**src/rtl/row_compressor.sv**
```systemverilog
// ============================================================================
//  Module   : row_compressor
//  Purpose  : Bit-serial run-length encoder producing the packed row word
//             that the row Decompressor consumes. Optional sectionCount
//             output enabled by defining COMPRESS_SECTION_COUNT_EN.
//  Revision : 1.0  initial release
// ============================================================================
`default_nettype none

module row_compressor #(
   parameter int sectionSize = 4,
   parameter int rowSize     = 16
) (
   input  logic               clk,
   input  logic               rst,
   input  logic               start,
   input  logic [rowSize-1:0] rawData,
   output logic [rowSize-1:0] compressedData,
   output logic               busy,
   output logic               done,
   output logic               overflow
`ifdef COMPRESS_SECTION_COUNT_EN
   ,
   output logic [$clog2(rowSize/sectionSize+1)-1:0] sectionCount
`endif
);

   localparam int NUM_SECTIONS = rowSize / sectionSize;
   localparam int SEC_W        = $clog2(NUM_SECTIONS + 2);
   localparam int CNT_W        = $clog2(NUM_SECTIONS + 1);
   localparam int BIT_W        = $clog2(rowSize);
   localparam logic [sectionSize:0] MAX_RUN  = {1'b0, {sectionSize{1'b1}}};
   localparam logic [sectionSize:0] RUN_ONE  = (sectionSize+1)'(1);
   localparam logic [SEC_W-1:0]     NS_IDX   = SEC_W'(NUM_SECTIONS);
   localparam logic [SEC_W-1:0]     NS_LAST  = SEC_W'(NUM_SECTIONS - 1);
   localparam logic [SEC_W-1:0]     STEP_ONE = SEC_W'(1);
   localparam logic [SEC_W-1:0]     STEP_TWO = SEC_W'(2);
   localparam logic [BIT_W-1:0]     BIT_LAST = BIT_W'(rowSize - 1);

   typedef enum logic [1:0] {
      S_IDLE  = 2'd0,
      S_SCAN  = 2'd1,
      S_FLUSH = 2'd2,
      S_FIN   = 2'd3
   } state_t;

   state_t                 state_q;
   logic [rowSize-1:0]     raw_q;
   logic [rowSize-1:0]     comp_q;
   logic                   busy_q;
   logic                   done_q;
   logic                   ovf_q;
   logic                   cur_q;
   logic [sectionSize:0]   run_q;
   logic [BIT_W-1:0]       bit_q;
   logic [SEC_W-1:0]       sec_q;
`ifdef COMPRESS_SECTION_COUNT_EN
   logic [CNT_W-1:0]       cnt_q;
`endif

   // Out-of-range indices leave the word untouched; the caller flags overflow.
   function automatic logic [rowSize-1:0] put_field(input logic [rowSize-1:0]     word,
                                                    input logic [SEC_W-1:0]       idx,
                                                    input logic [sectionSize-1:0] val);
      logic [rowSize-1:0] w;
      w = word;
      for (int k = 0; k < NUM_SECTIONS; k++) begin
         if (idx == SEC_W'(k)) w[k*sectionSize +: sectionSize] = val;
      end
      return w;
   endfunction

   function automatic logic [SEC_W-1:0] sec_adv(input logic [SEC_W-1:0] idx,
                                                input logic [SEC_W-1:0] step);
      logic [SEC_W:0] s;
      s = {1'b0, idx} + {1'b0, step};
      return (s > {1'b0, NS_IDX}) ? NS_IDX : s[SEC_W-1:0];
   endfunction

   always_ff @(posedge clk) begin
      if (!rst) begin
         state_q <= S_IDLE;
         raw_q   <= '0;
         comp_q  <= '0;
         busy_q  <= 1'b0;
         done_q  <= 1'b0;
         ovf_q   <= 1'b0;
         cur_q   <= 1'b0;
         run_q   <= '0;
         bit_q   <= '0;
         sec_q   <= '0;
`ifdef COMPRESS_SECTION_COUNT_EN
         cnt_q   <= '0;
`endif
      end else begin
         case (state_q)
            S_IDLE: begin
               if (start) begin
                  raw_q   <= rawData;
                  comp_q  <= '0;
                  ovf_q   <= 1'b0;
                  done_q  <= 1'b0;
                  busy_q  <= 1'b1;
                  cur_q   <= 1'b0;
                  run_q   <= '0;
                  bit_q   <= '0;
                  sec_q   <= '0;
`ifdef COMPRESS_SECTION_COUNT_EN
                  cnt_q   <= '0;
`endif
                  state_q <= S_SCAN;
               end
            end
            S_SCAN: begin
               if (raw_q[bit_q] == cur_q) begin
                  if (run_q == MAX_RUN) begin
                     // A zero run with no 1 ahead is trailing and is never emitted.
                     if (cur_q || (|(raw_q >> bit_q))) begin
                        comp_q <= put_field(comp_q, sec_q, MAX_RUN[sectionSize-1:0]);
                        if (sec_q >= NS_LAST) ovf_q <= 1'b1;
                        sec_q  <= sec_adv(sec_q, STEP_TWO);
                     end
                     run_q <= RUN_ONE;
                  end else begin
                     run_q <= run_q + RUN_ONE;
                  end
               end else begin
                  comp_q <= put_field(comp_q, sec_q, run_q[sectionSize-1:0]);
                  if (sec_q >= NS_IDX) ovf_q <= 1'b1;
                  sec_q  <= sec_adv(sec_q, STEP_ONE);
                  cur_q  <= ~cur_q;
                  run_q  <= RUN_ONE;
               end
               if (bit_q == BIT_LAST) state_q <= S_FLUSH;
               else                   bit_q   <= bit_q + BIT_W'(1);
            end
            S_FLUSH: begin
               if (cur_q) begin
                  comp_q <= put_field(comp_q, sec_q, run_q[sectionSize-1:0]);
                  if (sec_q >= NS_IDX) ovf_q <= 1'b1;
                  sec_q  <= sec_adv(sec_q, STEP_ONE);
               end
               state_q <= S_FIN;
            end
            S_FIN: begin
`ifdef COMPRESS_SECTION_COUNT_EN
               cnt_q   <= sec_q[CNT_W-1:0];
`endif
               busy_q  <= 1'b0;
               done_q  <= 1'b1;
               state_q <= S_IDLE;
            end
            default: state_q <= S_IDLE;
         endcase
      end
   end

   assign compressedData = comp_q;
   assign busy           = busy_q;
   assign done           = done_q;
   assign overflow       = ovf_q;
`ifdef COMPRESS_SECTION_COUNT_EN
   assign sectionCount   = cnt_q;
`endif

endmodule

`default_nettype wire

```
**config.mk**
```make
export PLATFORM = sky130hd
export DESIGN_NAME = row_compressor
export DESIGN_NICKNAME = d
export VERILOG_FILES = /design/src/rtl/row_compressor.sv
export SDC_FILE = /design/constraint.sdc
export NUM_CORES = 1
export LEC_CHECK = 0
export ABC_AREA = 1
export BUFFER_PORTS_ARGS = -buffer_cell sky130_fd_sc_hd__buf_2
export CAP_MARGIN = 0
export CORE_MARGIN = 2
export CORE_UTILIZATION = 55
export CTS_BUF_LIST = sky130_fd_sc_hd__clkbuf_8
export DETAILED_ROUTE_END_ITERATION = 10
export PLACE_DENSITY = 0.79
export SYNTH_ARGS = -nofsm -noshare
export SYNTH_HDL_FRONTEND = slang
export SYNTH_SLANG_ARGS = --single-unit
```
**constraint.sdc**
```tcl
create_clock -name clk -period 2 [get_ports clk]
set_clock_uncertainty 0.15 [all_clocks]
set_input_delay 0.1 -clock clk [delete_from_list [all_inputs] [get_ports clk]]
set_output_delay 0.1 -clock clk [all_outputs]
set_load 0.01 [all_outputs]
```
==> results.txt <==
Worst slack, placed: -248 ps
Maximum vdd ir drop: 0.936 mV
Final routed DRC violation total: 0
Cell count after synthesis: 490
Drt first pass iters: 6
CTS tree: yes
Commonest cells post-synth: nand2_1, o21ai_0, dfxtp_1
CTS clk-pin slew, worst paths: 100 ps
Synth top area share: 0.313
Slew HR: 0.635
Grt ovf: 0
Top post-synthesis cells by area: dfxtp_1, nand2_1, o21ai_0
DRT iter0 DRCs: 348
Worst-margin pin slew: 544 ps
Area of the mapped netlist: 3190 µm²
Initial antenna violation count: 0
Fin. Hold Viols: 0
PD cells: 1380 nW/µm²
Nets: 620
DP Cell Count: 628
First-pass GRT wire length: 15900 µm
Post-Syn Nets: 525
Worst path required time: 2090 ps
Register area share after synthesis: 0.313
Vias in the first global route: 3457
Post-route ant nets: 0
Post-synth EDFFs: 0
Worst Path Arrival: 2320 ps
Final RePlAce weighted congestion: 0.938
Worst Hold Class: in2reg
Initial Utilization: 0.573
H-Tree Depth: 2
Clock tree buffer depth: 2
CTS root buf: clkbuf_8
Final setup fails: 20
Yosys cell types: 32
Post-DR vias/cell: 5.83
CTS buffer count: 5
Hpwl dp: 6400 µm
Share of post-route cells with drive strength above 1: 0.305
Status: finished with violations
Horiz. Die Dim: 80.2 µm
Finished Cell Area: 4350 µm²
WS Path Type: reg2reg
DRT Wirelength: 10300 µm
Max Cap Viol: 0
Synth Flop Type: dfxtp_1
Worst setup SP type: flip-flop
Ant diodes: 0
Io pins: 38
Area grow syn2layout: 36.0%
Drt wl/cell: 15.7 µm
Worst skew pair latency: 310 ps
Core area: 5570 µm²
Std-Cell Rows: 27
Vias: 3833
Synthesized flop and latch total: 50
Total Power: 0.00600 W
Clk sinks: 50
Worst setup margin: -232 ps
I/O Buffers: 37
Fraction of registers with async set/reset: 0
Fmax achieved: 448 MHz
Non-filler cells, final: 658
Largest net degree at the start of global routing: 28
Crit. End Element: flip-flop
RSZ-0062 raised after global routing: true
Fin crit period: 2230 ps
Top fanout value on the critical path: 9
Final period utilization: 1.12
Max Slew Vio Count: 0
Die area: 6430 µm²
P_leak: 2.04 nW
Failing checks: negative setup slack
Placed Area: 3740 µm²
Cell taking the most area after synthesis: dfxtp_1
Cell with the most instances after synthesis: nand2_1
Synth warn: 0
Mean post-synth cell area: 6.52 µm²
Total track usage: 0.313
Die H: 80.2 µm
[cells in the final DEF (no fill, tap or decap), drive strengths merged]
cell type and count:
nand2 138, buf 86, o21ai 63, a21oi 52, dfxtp 50, inv 46
nor2 46, nand3 42, dlygate4sd3 16, ha 16, clkbuf 8, nand4 7
clkinv 4, or2 3, and2 2, nand3b 1, nor3 1, a211oi 1
a31oi 1, xor2 1, a221oi 1, clkinvlp 1
[critical path, stage by stage (launching register included)]
cell	delay (ps)
dfxtp_4	400
clkbuf_16	160
nand2_1	70
o21ai_0	100
nand3_1	100
nand2_1	100
nand3_1	90
nand2_1	70
nand3_2	80
nand2_2	60
nand2_4	110
nand3_4	120
nor2_8	190
buf_16	160
nand2_1	70
a21oi_1	140
[kinds of logic (layout without fill, tap and decap cells)]
| family | after synthesis | after routing | synth area share |
|---|---|---|---|
| adder cells (fa/ha/maj) | 16 | 16 | 0.0627 |
| AND/OR/NAND/NOR | 240 | 240 | 0.337 |
| XOR/XNOR | 1 | 1 | 0.00274 |
| buffers and inverters | 65 | 161 | 0.0850 |
| AO/OA/AOI/OAI | 118 | 118 | 0.199 |
| flip-flops | 50 | 50 | 0.313 |
[registers in the layout, indices dropped and copies added, names as in the netlist]
signal,flops
bit_q,4
busy,1
compressedData,16
cur_q,1
done,1
overflow,1
raw_q,16
run_q,5
sec_q,3
state_q,2
[metal layers]
| layer | track usage | up-vias | wire [µm] | share of wire |
|---|---|---|---|---|
| met3 | 0.0472 | 37 | 948 | 0.092 |
| met5 | 0 | - | 0 | 0 |
| li1 | - | 1808 | - | - |
| met2 | 0.492 | 226 | 4710 | 0.46 |
| met4 | 0.124 | 0 | 301 | 0.029 |
| met1 | 0.431 | 1762 | 4360 | 0.42 |
[layout make-up]
cell class	count	area, µm²
fillers	393	1230
inverters	49	190
clock buffers	6	82.6
multi-input cells	375	2140
repair buffers	104	823
flip-flops and latches	50	1010
clock inverters	2	12.5
well taps	72	90.1
[worst paths after layout]
check                                end  slack (ps)  cells after the start      from
worst min register to register  run_q[4]         300                      2  run_q[4]
worst min-delay path            sec_q[0]          60                      3       rst
worst max-delay path            sec_q[2]        -230                     15  bit_q[0]
worst max register to register  sec_q[2]        -230                     15  bit_q[0]
[repair_timing]
action                                  4_1_cts  5_1_grt
pin swaps                                    10       12
buffers inserted                              2        1
gates cloned                                  1        2
gates resized for setup                      16       54
endpoints found under the hold margin        16        0
hold buffers                                 16        0
endpoints found under the setup margin       21       25
[per-stage QoR]
| step | util | setup TNS, ps | hold slack [ps] |
|---|---|---|---|
| 3_5_place_dp | 0.671 | -3600 | 218 |
| 4_1_cts | 0.735 | -1540 | 36.5 |
| 3_3_place_gp | 0.671 | -3000 | 207 |
| 6_report | 0.780 | -3640 | 63.9 |
| 2_1_floorplan | - | -12.5 | 88.3 |
| 5_1_grt | 0.780 | -5920 | 74.5 |
[power breakdown]
part	switching [W]	total [W]	internal (W)
logic	0.00231	0.00392	0.00161
clock network	0.000361	0.000640	0.000279
registers	0.000227	0.00144	0.00122
Note: power is estimated with default switching activity, not from simulation.
